<file path="config.mk">
export PLATFORM = sky130hd
export DESIGN_NAME = voice_mixer
export DESIGN_NICKNAME = d
export VERILOG_FILES = /design/src/rtl/mixer_pkg.sv /design/src/rtl/voice_mac.sv /design/src/rtl/voice_mixer.sv
export SDC_FILE = /design/constraint.sdc
export NUM_CORES = 1
export LEC_CHECK = 0
export BUFFER_PORTS_ARGS = -buffer_cell sky130_fd_sc_hd__buf_4
export CAP_MARGIN = 20
export CORE_MARGIN = 2
export CORE_UTILIZATION = 45
export DETAILED_ROUTE_END_ITERATION = 10
export PLACE_DENSITY = 0.68
export SYNTH_ARGS = -nofsm -noshare
export SYNTH_HDL_FRONTEND = slang
export SYNTH_SLANG_ARGS = --single-unit
</file>
<file path="constraint.sdc">
create_clock -name clk_in -period 14.2 [get_ports clk_in]
set_input_delay 2.84 -clock clk_in [delete_from_list [all_inputs] [get_ports clk_in]]
set_output_delay 2.84 -clock clk_in [all_outputs]
set_load 0.02 [all_outputs]
</file>
<file path="src/rtl/mixer_pkg.sv">
// Shared types, constants and output saturation for the voice mixer.
package mixer_pkg;

   typedef enum logic [1:0] {IDLE, FETCH, DRAIN, OUTPUT} mix_state_t;

   localparam int SAMPLE_W  = 16;
   localparam int OUT_SHIFT = 8;

   function automatic logic signed [SAMPLE_W-1:0] sat16(input logic signed [31:0] v);
      if (v > 32'sd32767)
         sat16 = 16'sh7fff;
      else if (v < -32'sd32768)
         sat16 = 16'sh8000;
      else
         sat16 = $signed(v[SAMPLE_W-1:0]);
   endfunction

endpackage

</file>
<file path="src/rtl/voice_mac.sv">
// Signed multiply-accumulate of a waveform sample by an unsigned voice gain.
module voice_mac
   import mixer_pkg::*;
#(
   parameter int GAIN_WIDTH = 8,
   parameter int ACC_W      = 27
) (
   input  logic                       clk_in,
   input  logic                       rst_in,
   input  logic                       clear_in,
   input  logic                       en_in,
   input  logic signed [SAMPLE_W-1:0] data_in,
   input  logic [GAIN_WIDTH-1:0]      gain_in,
   output logic signed [ACC_W-1:0]    acc_out
);

   localparam int PROD_W = SAMPLE_W + GAIN_WIDTH + 1;

   logic signed [GAIN_WIDTH:0] gain_s;
   logic signed [PROD_W-1:0]   prod;
   logic signed [ACC_W-1:0]    acc_q, acc_d;

   // Zero-extend the gain so it multiplies as a non-negative signed value.
   assign gain_s = $signed({1'b0, gain_in});
   assign prod   = PROD_W'(data_in) * PROD_W'(gain_s);

   always_comb begin
      acc_d = acc_q;
      if (clear_in)
         acc_d = '0;
      else if (en_in)
         acc_d = acc_q + ACC_W'(prod);
   end

   always_ff @(posedge clk_in or posedge rst_in) begin
      if (rst_in)
         acc_q <= '0;
      else
         acc_q <= acc_d;
   end

   assign acc_out = acc_q;

endmodule

</file>
<file path="src/rtl/voice_mixer.sv">
// Per-tick voice mixer: snapshots voice state, reads each voice's sample from
// the shared waveform BRAM, scales by gain, sums and emits one saturated sample.
module voice_mixer
   import mixer_pkg::*;
#(
   parameter  int NUM_VOICES  = 4,
   parameter  int WW_WIDTH    = 16,
   parameter  int GAIN_WIDTH  = 8,
   parameter  int RAM_LATENCY = 2,
   localparam int VID_W       = $clog2(NUM_VOICES)
) (
   input  logic                             clk_in,
   input  logic                             rst_in,
   input  logic                             sample_tick_in,
   input  logic [NUM_VOICES-1:0]            voice_on_in,
   input  logic [NUM_VOICES*WW_WIDTH-1:0]   sample_index_in,
   input  logic [NUM_VOICES*GAIN_WIDTH-1:0] gain_in,
   output logic [VID_W+WW_WIDTH-1:0]        ram_addr_out,
   input  logic signed [SAMPLE_W-1:0]       ram_data_in,
   output logic signed [SAMPLE_W-1:0]       mix_out,
   output logic                             mix_valid_out,
   output logic                             busy_out,
   output logic                             overrun_out
);

   localparam int ACC_W = SAMPLE_W + GAIN_WIDTH + 1 + VID_W;

   mix_state_t state_q, state_d;
   logic [VID_W-1:0] k_q, k_d;
   logic             snap, clear_acc, pending;

   logic [NUM_VOICES-1:0]                 on_snap_q;
   logic [NUM_VOICES-1:0][WW_WIDTH-1:0]   idx_snap_q;
   logic [NUM_VOICES-1:0][GAIN_WIDTH-1:0] gain_snap_q;

   logic [RAM_LATENCY-1:0]            tag_vld_q;
   logic [RAM_LATENCY-1:0][VID_W-1:0] tag_id_q;
   logic [VID_W-1:0]                  ret_id;
   logic                              mac_en;

   logic signed [ACC_W-1:0]    acc;
   logic signed [31:0]         acc_ext;
   logic signed [SAMPLE_W-1:0] mix_q;
   logic                       valid_q, ovr_q;

   always_comb begin
      state_d   = state_q;
      k_d       = k_q;
      snap      = 1'b0;
      clear_acc = 1'b0;
      case (state_q)
         IDLE: begin
            if (sample_tick_in) begin
               snap      = 1'b1;
               clear_acc = 1'b1;
               k_d       = '0;
               state_d   = FETCH;
            end
         end
         FETCH: begin
            k_d = k_q + VID_W'(1);
            if (k_q == VID_W'(NUM_VOICES - 1))
               state_d = DRAIN;
         end
         DRAIN: begin
            if (!pending)
               state_d = OUTPUT;
         end
         OUTPUT:  state_d = IDLE;
         default: state_d = IDLE;
      endcase
   end

   // Only the last tag stage may still be in flight when leaving DRAIN; it retires on that edge.
   always_comb begin
      pending = 1'b0;
      for (int i = 0; i < RAM_LATENCY - 1; i++)
         pending = pending | tag_vld_q[i];
   end

   always_ff @(posedge clk_in) begin
      if (snap) begin
         on_snap_q   <= voice_on_in;
         idx_snap_q  <= sample_index_in;
         gain_snap_q <= gain_in;
      end
   end

   always_ff @(posedge clk_in or posedge rst_in) begin
      if (rst_in) begin
         tag_vld_q <= '0;
         tag_id_q  <= '0;
      end else begin
         tag_vld_q[0] <= (state_q == FETCH);
         tag_id_q[0]  <= k_q;
         for (int i = 1; i < RAM_LATENCY; i++) begin
            tag_vld_q[i] <= tag_vld_q[i-1];
            tag_id_q[i]  <= tag_id_q[i-1];
         end
      end
   end

   assign ret_id = tag_id_q[RAM_LATENCY-1];
   // Disabled voices still occupy a read slot but never reach the accumulator.
   assign mac_en = tag_vld_q[RAM_LATENCY-1] & on_snap_q[ret_id];

   voice_mac #(
      .GAIN_WIDTH (GAIN_WIDTH),
      .ACC_W      (ACC_W)
   ) u_mac (
      .clk_in   (clk_in),
      .rst_in   (rst_in),
      .clear_in (clear_acc),
      .en_in    (mac_en),
      .data_in  (ram_data_in),
      .gain_in  (gain_snap_q[ret_id]),
      .acc_out  (acc)
   );

   assign acc_ext = 32'(acc);

   always_ff @(posedge clk_in or posedge rst_in) begin
      if (rst_in) begin
         state_q <= IDLE;
         k_q     <= '0;
         mix_q   <= '0;
         valid_q <= 1'b0;
         ovr_q   <= 1'b0;
      end else begin
         state_q <= state_d;
         k_q     <= k_d;
         valid_q <= (state_q == OUTPUT);
         ovr_q   <= sample_tick_in && (state_q != IDLE);
         if (state_q == OUTPUT)
            mix_q <= sat16(acc_ext >>> OUT_SHIFT);
      end
   end

   assign ram_addr_out  = (state_q == FETCH) ? {k_q, idx_snap_q[k_q]} : '0;
   assign mix_out       = mix_q;
   assign mix_valid_out = valid_q;
   assign busy_out      = (state_q != IDLE);
   assign overrun_out   = ovr_q;

endmodule
</file>
# Word-level counts from Yosys, hierarchy flattened
# Cells that the tools add are included.
# totals
reg_bits	155
elab_cells	59
input_bits	119
# op_classes
n_addsub	2
reduce_logical	7
bitwise	1
eq_ne	7
n_lt_le_gt_ge	4
mux	19
n_mul	1
# op_table
cell	count
2-to-1 mux 27 bit	2
2-to-1 mux 16 bit	3
binary-select mux 16 bit (select 2 bit)	1
adder 27 x 25 -> 27 bit	1
multiplier 16 x 9 -> 25 bit	1
greater-than comparator 19 x 16 -> 1 bit, second input constant	1
less-than comparator 19 x 16 -> 1 bit, second input constant	1
2-to-1 mux 18 bit	1
binary-select mux 8 bit (select 2 bit)	1
2-to-1 mux 2 bit	4
2-to-1 mux 8 bit	1
one-hot mux 2 bit (4 select lines)	1
equality test 2 bit, second input constant	3
less-than comparator 2 x 3 -> 1 bit, second input constant	2
inequality test 2 bit, second input constant	3
nonzero test 2 bit	3
one-hot mux 2 bit (2 select lines)	1
2-to-1 mux 1 bit	3
AND reduction 3 bit	1
adder 2 x 1 -> 2 bit, second input constant	1
binary-select mux 1 bit (select 2 bit)	1
equality test 2 x 1 -> 1 bit, second input constant	1
zero test 2 bit	1
AND reduction 2 bit	1
other kinds (2)	2

# Longest topological paths before layout
# Gate-level depths: netlist of run 1.
# depth
depth_word	6
depth_mapped	22
mapped_depth_nobuf	20

# Cells and area by module
# From an unflattened synthesis of run 1, not the netlist that was laid out.
# hier_totals
cells_unflattened	1013
hier_area_um2	11677.4
# by_module_without_submodules
module	area_each_um2	n_inst	cells_each
voice_mac	6761.5	1	755
voice_mixer	4916.0	1	258

# Worst setup path after synthesis of run 1
# OpenSTA, ideal clock, no wires.
# synth_path
path_kind	input port to flip-flop
start	in ram_data_in[15]
end	reg u_mac.acc_q[24], in the netlist u_mac.acc_out[24]
setup_time_ps	134
path_slack_ps	6468
n_path_buf	2
cell_stages	18
required_ps	14066
t_arrival_ps	7597
path_cell_list	clkbuf_1 -> nand2_1 -> fa_1 -> fa_1 -> inv_1 -> fa_1 -> fa_1 -> inv_1 -> fa_1 -> inv_1 -> ha_1 -> clkbuf_1 -> a21o_1 -> a31oi_1 -> or4b_1 -> a31oi_1 -> mux2i_1 -> o22ai_1
# synth_via
elab_chain_cells	4
# synth_lines
element	line	rtl
start: declaration	voice_mixer.sv:19	input logic signed [SAMPLE_W-1:0] ram_data_in,
multiplier 16 x 9 -> 25 bit	voice_mac.sv:25	assign prod = PROD_W'(data_in) * PROD_W'(gain_s);
adder 27 x 25 -> 27 bit	voice_mac.sv:32	acc_d = acc_q + ACC_W'(prod);
2-to-1 mux 27 bit	voice_mac.sv:31	else if (en_in)
2-to-1 mux 27 bit	voice_mac.sv:29	if (clear_in)
end signal: assignment	voice_mac.sv:37	acc_q <= '0;
end signal: assignment	voice_mac.sv:39	acc_q <= acc_d;
end: declaration	voice_mac.sv:21	logic signed [ACC_W-1:0] acc_q, acc_d;
# Every way passes these cells. The select of a mux whose other input is x is not followed.
# A chain may end at the register's enable or synchronous reset.

# Final worst setup path of run 1
# layout_path
start	in ram_data_in[1]
end	reg u_mac.acc_q[24], in the netlist u_mac.acc_out[24]
# Same word-level chain as after synthesis.

==> results of run 1 <==
routing by layer:
layer	up-vias	global-route usage	part of all wire	wire length (um)
met4	0	0.04466	0.0087	208
met3	14	0.05967	0.080	1910
li1	3615	-	-	-
met1	3729	0.2636	0.45	10670
met2	212	0.3119	0.47	11170
met5	-	0	0	0
placed cells by master (no fill, tap or decap), types with 5 or more instances in the layout:
master	instances
xnor2_1	7
buf_4	159
a21o_1	7
o22ai_1	16
a211oi_1	7
o21ai_0	12
nand2_1	101
inv_1	195
nor3_1	13
and2_1	90
nor2_1	39
xor2_1	9
edfxtp_1	100
o21ai_1	11
a21oi_1	32
ha_1	64
fa_1	127
nand3_1	8
and3_1	8
dfrtp_1	55
clkbuf_16	17
mux4_2	24
a31oi_1	7
nand4_1	5
clkinv_8	5
worst paths after layout:
kind / slack (ns) / depth (start not counted) / to / start
max: 6.56 / 19 / u_mac.acc_out[24]$_DFFE_PP0P_ / ram_data_in[1]
min: 0.35 / 0 / ret_id[0]$_DFF_PP0_ / tag_id_q[0]$_DFF_PP0_
max reg2reg: 7.43 / 19 / u_mac.acc_out[24]$_DFFE_PP0P_ / ret_id[0]$_DFF_PP0_
min reg2reg: 0.35 / 0 / ret_id[0]$_DFF_PP0_ / tag_id_q[0]$_DFF_PP0_
max in group asynchronous: 11.06 / 3 / state_q[0]$_DFFE_PP0P_ / rst_in
min in group asynchronous: 2.61 / 3 / mix_out[15]$_DFFE_PP0P_ / rst_in
flip-flops by register name, indices dropped and copies added (netlist names):
register       cells
tag_id_q           2
state_q            2
mix_valid_out      1
gain_snap_q       32
overrun_out        1
u_mac.acc_out     27
on_snap_q          4
k_q                2
idx_snap_q        64
tag_vld_q          2
mix_out           16
ret_id             2
cell usage after synthesis (all sizes together), types with 3 or more instances:
cell       n
a31oi      7
xor2       9
dfrtp     55
mux4      24
a21o       7
o22ai     16
and2      90
o21ai     25
nor2      39
or3        3
and3       8
fa       127
nand3      8
a2111oi    4
o21a       4
nor2b      3
edfxtp   100
nor3      13
ha        64
nand4      5
nand2    101
a21oi     32
clkbuf    28
buf        3
inv      197
mux2i      4
o211ai     4
xnor2      7
a211oi     7
cell families after synthesis:
logic type,synth area share
AOI/OAI and AO/OA,0.06703
xor gates and xnor gates,0.01223
adders and majority gates,0.2917
buffers and inverters,0.07500
DFF,0.3821
muxes,0.05262
and+or+nand+nor,0.1193
through the flow:
stage / instances / cell area (um2)
after detailed placement: 1474 / 12950
after global placement: 1474 / 12950
after CTS: 1506 / 13550
after floorplan: 1016 / 11460
final: 1506 / 13550
after global routing: 1506 / 13550
cell type report:
type                       count  area share
clock buffer                  17     0.03139
timing repair buffer         159     0.08808
clock inverter                15     0.01302
tap                          330     0.03047
sequential                   155      0.3231
inverter                     197     0.05475
multi-input combinational    633      0.4591
worst max-delay path, delay by kind of cell:
kind,cells,cell delay (ns)
AOI/OAI and AO/OA,4,0.72
muxes,1,0.22
adders and majority gates,6,2.89
buffers and inverters,5,0.34
and+or+nand+nor,3,0.90
==> summary.txt, run 1 <==
Run status
  • Status: finished clean

Logic synthesis
  • Share of the synthesized area in the top cell type: 0.2620
  • Synthesized area: between 0.01 and 0.015 mm2
  • Synth Register Bits: 155
  • Mapped Cells: 1,016
  • Mapped Nets: 1,326
  • Syn_area_per_cell: around 11 um2
  • EDFF count, synth: 100
  • Sequential element share of the synthesized area: 0.3821
  • Distinct cell type count after synthesis: 52
  • Synth warn: 0
  • Synth area leaders: edfxtp_1 26%, fa_1 22%, dfrtp_1 12%, ha_1 7.0%, inv_1 6.5%
  • Area leader, netlist: edfxtp_1
  • Primary FF master, synth: edfxtp_1
  • Synth async-reset ratio: 0.3548

Timing
  • Min Tclk post-route: 7.642 ns
  • Final hold slack: approximately 0.35 ns
  • Setup TNS: 0 ns
  • Final setup skew: between 0.015 and 0.02 ns
  • RSZ-0062 raised after global routing: false
  • Final Setup Violations: 0
  • Hold Fails Final Rpt: 0
  • Slew headroom: 0.3953
  • Fmax: between 100 and 150 MHz
  • Period utilization: 0.5382
  • Final Max Slew Viols: 0
  • Post-route setup slack: 6.558 ns
  • Worst Max-Slew Pin Slew: approximately 0.9 ns

Finish
  • Final core utilization: 0.5397
  • FF/Latch Area: between 0.004 and 0.005 mm2
  • Multi-input logic area: approximately 0.0062 mm2
  • # diodes: 0
  • Final #Nets: ~1,500
  • Filler cells: roughly 2,200
  • Share of layout cells above drive strength 1: 0.1896
  • Synthesis-to-finish area growth: 18.24%

Die
  • Die width: 163.6 um
  • Core area: roughly 0.025 mm2
  • Die Y: ~160 um
  • IO Count: about 160
  • Initial Utilization: 0.4564
  • Site Rows: between 50 and 60
  • Full die area: 0.02676 mm2

Critical path
  • Crit path DAT: around 7.9 ns
  • CP max stage cell: fa_1
  • Critical path class: in2reg
  • Critical path's most frequent cell: fa_1
  • Crit path cell chain: buf_4, and2_1, fa_1, fa_1, inv_1, fa_1, inv_1, fa_1, inv_1, fa_1, inv_1, ha_1, a211oi_1, or3_1, a21oi_1, or4b_1, a31oi_1, mux2i_1, o22ai_1
  • Crit-path max cell delay: approximately 0.57 ns
  • Worst-path fanout max: 8
  • Req. time, crit path: 14.47 ns
  • Crit end category: register
  • CP startpoint kind: primary input

Global routing
  • GRT Overall Usage: 0.1952
  • Largest net degree at the start of global routing: 65
  • Vias in the first global route: about 8,100
  • Total congestion overflow: 0
  • First-pass GRT wire length: approximately 41 mm
  • Initial antenna violation count: 0

Drt
  • WL/cell: around 16 um
  • Routed vias/inst: roughly 5
  • Routed Antenna Nets: 0
  • Routed via count: between 7,000 and 8,000
  • Final wirelength: between 20 and 25 mm
  • Initial detailed-routing violation count: around 420
  • Drc violations: 0
  • Total iterations of the first detailed-routing run: 4

CTS
  • CTS tree: done
  • # Post-CTS Setup Buffers: 0
  • Root Driver: clkbuf_16
  • Clk sinks: 155
  • Post-CTS Resized: 0
  • Total CTS buffers: 17
  • Reg clk slew, reported paths: approximately 0.07 ns
  • CTS max path bufs: 2
  • Clock Latency Late Sink: 0.43 ns
  • H-Tree Level Count: 4
  • Hold Buf Count CTS: 0

Placement
  • PortBufs: 155
  • Dpl ws: between 6 and 7 ns
  • Hpwl dp: between 15 and 20 mm
  • Gpl congestion: about 0.86

Hold path
  • Worst hold path class: reg2reg

Flow run
  • Max_cap viols: 0
Power of run 1 is left out: the tool's default activity adds up to more than one toggle a clock period on the data nets, which glitch-free logic cannot reach.
==> run 2: changes to the inputs <==
==> constraint.sdc (replaced) <==
create_clock -name clk_in -period 7.08 [get_ports clk_in]
set_input_delay 1.416 -clock clk_in [delete_from_list [all_inputs] [get_ports clk_in]]
set_output_delay 1.416 -clock clk_in [all_outputs]
set_load 0.02 [all_outputs]
==> summary.txt, run 2 (synthesis results as in run 1) <==
Run status
  • Status: finished clean

Timing
  • Min Tclk post-route: roughly 6.6 ns
  • RSZ-0062 raised after global routing: false
  • Final setup skew: 0.01253 ns (-0.006475 ns)
  • Post-route setup slack: 0.5231 ns (-6.035 ns)
  • Final Setup Violations: 0 (unchanged)
  • Period utilization: 0.9261
  • Fmax: roughly 150 MHz
  • Setup TNS: 0 ns (unchanged)
  • Final Max Slew Viols: 0 (unchanged)
  • Worst Max-Slew Pin Slew: 0.9609 ns (+0.05711 ns)
  • Hold Fails Final Rpt: 0 (unchanged)
  • Slew headroom: 0.3571 (-0.03822)

CTS
  • # Post-CTS Setup Buffers: 0 (unchanged)
  • Reg clk slew, reported paths: 0.07 ns (about the same)
  • H-Tree Level Count: 4 (unchanged)
  • Total CTS buffers: 17 (unchanged)
  • Post-CTS Resized: 0 (unchanged)
  • Clock Latency Late Sink: 0.42 ns (about the same)
  • Hold Buf Count CTS: 0 (unchanged)
  • CTS tree: done
  • Root Driver: clkbuf_16
  • Clk sinks: 155 (unchanged)
  • CTS max path bufs: 2 (unchanged)

Drt
  • Metal-1 WL: 10.74 mm (+0.59%)
  • Drc violations: 0 (unchanged)
  • Final wirelength: 24.00 mm (+0.15%)
  • Routed via count: 7,601 (+0.41%)
  • Routed Antenna Nets: 0 (unchanged)
  • Routed vias/inst: 5.044 (+0.34%)
  • DR WL met2: 10.92 mm (-2.3%)
  • Top layer in use: met4
  • Total iterations of the first detailed-routing run: 5 (+1)
  • Routed met3 length: 2.033 mm (+6.4%)
  • WL/cell: 15.92 um (about the same)
  • Initial detailed-routing violation count: 394 (-5.5%)

Placement
  • Gpl congestion: 0.8606 (-0.23%)
  • Dpl ws: 0.4404 ns (-5.706 ns)
  • PortBufs: 155 (unchanged)
  • Area after DPL: 0.01296 mm2 (about the same)
  • Hpwl dp: 18.61 mm (+0.85%)

Finish
  • Max FFs per register: 64 (unchanged)
  • Most frequent cells in the layout: 195 x inv_1, 160 x buf_4, 127 x fa_1
  • Synthesis-to-finish area growth: 18.55%
  • Most common cell after layout, fill and taps aside: inv_1
  • Filler cells: 2,241 (+2.2%)
  • Final #Nets: 1,474 (+0.068%)
  • Share of layout cells above drive strength 1: 0.1895 (about the same)
  • Most flops, register: idx_snap_q
  • Final core utilization: 0.5411 (+0.001395)
  • Design area: 0.01359 mm2 (+0.26%)
  • # diodes: 0 (unchanged)

Critical path
  • Crit end category: register
  • Crit-path max cell delay: 0.70 ns (+0.13 ns)
  • Crit path DAT: 6.86 ns (-1.06 ns)
  • CP max stage cell: mux4_2
  • Critical path's most frequent cell: fa_1
  • Req. time, crit path: 7.38 ns (-7.09 ns)
  • WP buf/inv: 4 (-1)
  • Crit path cell chain: buf_4, mux4_2, nand2_1, fa_1, inv_1, fa_1, fa_1, fa_1, inv_1, fa_1, inv_1, ha_1, a21oi_1, a211o_1, a31oi_1, a311oi_2, o21ai_1, and3_1, a2111oi_2
  • Worst-path fanout max: 16 (+8)
  • CP startpoint kind: register
  • Critical path class: reg2reg
  • Delay-heaviest family, CP: adder cells

Die
  • Die Y: 163.6 um (unchanged)
  • IO Count: 156 (unchanged)
  • Site Rows: 58 (unchanged)
  • Core area: 0.02511 mm2 (unchanged)
  • Die width: 163.6 um (unchanged)
  • Full die area: 0.02676 mm2 (unchanged)
  • Initial Utilization: 0.4564 (unchanged)

Global routing
  • Vias in the first global route: 8,108 (+0.57%)
  • First-pass GRT wire length: 41.19 mm (+0.32%)
  • Largest net degree at the start of global routing: 66 (+1.5%)
  • Initial antenna violation count: 0 (unchanged)
  • Total congestion overflow: 0 (unchanged)
  • GRT Overall Usage: 0.1952 (about the same)

Hold path
  • Worst hold path class: reg2reg

Flow run
  • Max_cap viols: 0 (unchanged)
[run 2: path summary, 6_finish.rpt]
kind                                  startpoint                            end  slack [ns]  depth (start not counted)
min in group asynchronous                 rst_in        mix_out[15]$_DFFE_PP0P_        1.20                          3
max in group asynchronous                 rst_in          tag_id_q[0]$_DFF_PP0_        5.36                          3
max                          ret_id[0]$_DFF_PP0_  u_mac.acc_out[22]$_DFFE_PP0P_        0.52                         19
min reg2reg                tag_id_q[1]$_DFF_PP0_            ret_id[1]$_DFF_PP0_        0.35                          0
max reg2reg                  ret_id[0]$_DFF_PP0_  u_mac.acc_out[22]$_DFFE_PP0P_        0.52                         19
min                        tag_id_q[1]$_DFF_PP0_            ret_id[1]$_DFF_PP0_        0.35                          0
[run 2: worst reg2reg max path, cell delays in order, from the launching register on]
cell and delay [ns]:
dfrtp_1 0.57, buf_4 0.24, mux4_2 0.70, nand2_1 0.20, fa_1 0.40, inv_1 0.08
fa_1 0.45, fa_1 0.52, fa_1 0.57, inv_1 0.07, fa_1 0.51, inv_1 0.05
ha_1 0.36, a21oi_1 0.34, a211o_1 0.18, a31oi_1 0.05, a311oi_2 0.45, o21ai_1 0.17
and3_1 0.21, a2111oi_2 0.33
[run 2: metrics by stage]
step	hold WS [ns]	std cells
final	0.3476	1507
after global routing	0.3567	1507
after CTS	0.3506	1507
after detailed placement	0.3355	1475
after global placement	0.3361	1475
after floorplan	0.3312	1016
[run 2: routing by layer]
layer | vias up | global-route usage
met2 | 241 | 0.3059
met5 | - | 0
met1 | 3707 | 0.2654
li1 | 3623 | -
met3 | 30 | 0.06704
met4 | 0 | 0.04147
[run 2: layout make-up]
cell class	count	area (um2)	share of cell area
clock buffers	18	429.2	0.03159
flip-flops and latches	155	4379	0.3223
clock inverters	14	200.2	0.01473
multi-input cells	633	6222	0.4580
well taps	330	412.9	0.03039
inverters	197	742.0	0.05461
repair buffers	160	1201	0.08841
Power of run 2 is left out for the same reason.
==> run 3: changes to the inputs <==
--- a/config.mk
+++ b/config.mk
@@ -6,8 +6,7 @@
 export NUM_CORES = 1
 export LEC_CHECK = 0
 export BUFFER_PORTS_ARGS = -buffer_cell sky130_fd_sc_hd__buf_4
-export CAP_MARGIN = 20
-export CORE_MARGIN = 2
+export CORE_MARGIN = 3
 export CORE_UTILIZATION = 45
 export DETAILED_ROUTE_END_ITERATION = 10
 export PLACE_DENSITY = 0.68
==> constraint.sdc (replaced) <==
create_clock -name clk_in -period 6.56 [get_ports clk_in]
set_input_delay 1.312 -clock clk_in [delete_from_list [all_inputs] [get_ports clk_in]]
set_output_delay 1.312 -clock clk_in [all_outputs]
set_load 0.02 [all_outputs]
==> summary.txt, run 3 (synthesis results as in run 1) <==
Global routing
  • Largest net degree at the start of global routing: 67 (+1.5%)
  • Initial antenna violation count: 0 (unchanged)
  • Total congestion overflow: 0 (unchanged)
  • Vias in the first global route: 8,149 (+0.51%)
  • GRT Overall Usage: 0.1897 (-0.005556)
  • First-pass GRT wire length: 40.77 mm (-1.0%)

CTS
  • Reg clk slew, reported paths: 0.07 ns (about the same)
  • Hold Buf Count CTS: 0 (unchanged)
  • Root Driver: clkbuf_16
  • Total CTS buffers: 17 (unchanged)
  • Clk sinks: 155 (unchanged)
  • CTS max path bufs: 2 (unchanged)
  • Clock Latency Late Sink: 0.43 ns (about the same)
  • CTS tree: done
  • H-Tree Level Count: 4 (unchanged)

Timing
  • Period utilization: 0.9507 (+0.02463)
  • Final Max Slew Viols: 0 (unchanged)
  • Worst Max-Slew Pin Slew: 0.8769 ns (-0.08396 ns)
  • Min Tclk post-route: 6.237 ns (-0.3200 ns)
  • Hold Fails Final Rpt: 0 (unchanged)
  • Final Setup Violations: 0 (unchanged)
  • Final setup skew: 0.01346 ns (+0.0009307 ns)
  • Fmax: 160.3 MHz (+5.1%)
  • Slew headroom: 0.4132 (+0.05618)

Finish
  • Design area: 0.01374 mm2 (+1.1%)
  • Synthesis-to-finish area growth: 19.86%
  • Most frequent cells in the layout: 195 x inv_1, 175 x buf_4, 127 x fa_1
  • Final #Nets: 1,493 (+1.3%)
  • Final core utilization: 0.5567 (+0.01558)
  • Share of layout cells above drive strength 1: 0.2048 (+0.01538)
  • # diodes: 0 (unchanged)
  • Most flops, register: idx_snap_q
  • Max FFs per register: 64 (unchanged)
  • Most common cell after layout, fill and taps aside: inv_1

Hold path
  • Worst hold path class: reg2reg

Drt
  • Initial detailed-routing violation count: 384 (-2.5%)
  • Routed Antenna Nets: 0 (unchanged)
  • WL/cell: 16.68 um (+4.7%)
  • Total iterations of the first detailed-routing run: 5 (unchanged)
  • Final wirelength: 25.35 mm (+5.6%)
  • Routed via count: 7,774 (+2.3%)
  • Routed vias/inst: 5.114 (+1.4%)
  • Drc violations: 0 (unchanged)

Critical path
  • CP max stage cell: mux4_2
  • Worst-path fanout max: 13 (-3)
  • Crit end category: register
  • WP buf/inv: 4 (unchanged)
  • CP startpoint kind: register
  • Crit-path max cell delay: 0.68 ns (-0.02 ns)
  • Delay-heaviest family, CP: adder cells
  • Crit path DAT: 6.51 ns (-0.35 ns)
  • Critical path class: reg2reg
  • Critical path's most frequent cell: fa_1
  • Req. time, crit path: 6.84 ns (-0.54 ns)
  • Crit path cell chain: mux4_2, and2_1, fa_1, fa_1, inv_1, fa_1, inv_1, fa_1, inv_1, fa_1, inv_1, ha_1, a211oi_1, or3_1, a21oi_1, or4b_1, a31oi_2, mux2i_1, o22ai_1

Die
  • Site Rows: 57 (-1.7%)
  • IO Count: 156 (unchanged)
  • Full die area: 0.02742 mm2 (+2.5%)
  • Die width: 165.6 um (+1.2%)
  • Die Y: 165.6 um (+1.2%)
  • Core area: 0.02468 mm2 (-1.7%)
  • Initial Utilization: 0.4645 (+0.008008)

Placement
  • Gpl congestion: 0.8668 (+0.72%)
  • Area after DPL: 0.01303 mm2 (+0.52%)
  • PortBufs: 155 (unchanged)
  • Hpwl dp: 19.03 mm (+2.3%)

Run status
  • Status: finished clean

Flow run
  • Max_cap viols: 0 (unchanged)
==> run 3: worst register-to-register path: cells and delay by family, from the launching register on <==
kind / cells / cell delay [ns]
and+or+nand+nor: 3 / 1.02
adders and majority gates: 6 / 2.83
muxes: 2 / 0.91
AOI/OAI and AO/OA: 4 / 0.67
DFF: 1 / 0.45
buffers and inverters: 4 / 0.21
==> run 3: cell type report <==
type                       count  area (um2)
fill                        2130       10940
multi-input combinational    636        6321
sequential                   155        4382
timing repair buffer         176        1325
inverter                     197       742.0
clock buffer                  17       425.4
tap                          324       405.4
clock inverter                15       136.4
==> run 3: what timing repair did <==
| item | 4_1_cts | 5_1_grt |
|---|---|---|
| buffers inserted | 0 | 6 |
| hold endpoints to repair | 0 | 0 |
| gates resized for setup | 0 | 9 |
| endpoints found under the setup margin | 0 | 6 |
==> run 3: path summary, 6_finish.rpt <==
| kind | slack [ns] | endpoint | startpoint | cells after the start |
|---|---|---|---|---|
| hold / removal | 0.35 | ret_id[1]$_DFF_PP0_ | tag_id_q[1]$_DFF_PP0_ | 0 |
| max in group asynchronous | 4.90 | ret_id[1]$_DFF_PP0_ | rst_in | 3 |
| min in group asynchronous | 1.06 | mix_out[15]$_DFFE_PP0P_ | rst_in | 3 |
| setup / recovery | 0.32 | u_mac.acc_out[24]$_DFFE_PP0P_ | ret_id[0]$_DFF_PP0_ | 19 |
| setup reg to reg | 0.32 | u_mac.acc_out[24]$_DFFE_PP0P_ | ret_id[0]$_DFF_PP0_ | 19 |
| hold reg to reg | 0.35 | ret_id[1]$_DFF_PP0_ | tag_id_q[1]$_DFF_PP0_ | 0 |
==> run 3: per-stage QoR <==
step,setup WS (ns),hold WS (ns),setup TNS [ns],std cells
floorplan,0.3564,0.3312,0,1016
global placement,0.1004,0.3328,0,1479
detailed placement,0.01043,0.3347,0,1479
CTS,0.1190,0.3530,0,1511
global route,-0.00005551,0.3690,-0.00005551,1520
finish,0.3231,0.3532,0,1520
==> run 3: per-layer routing <==
layer  vias to the layer above  GRT usage  part of all wire
met5                         -          0                 0
met4                         0    0.04575             0.015
met3                        30    0.06959             0.095
met2                       252     0.2930              0.46
met1                      3819     0.2571              0.43
li1                       3673          -                 -
Power of run 3 is left out for the same reason.
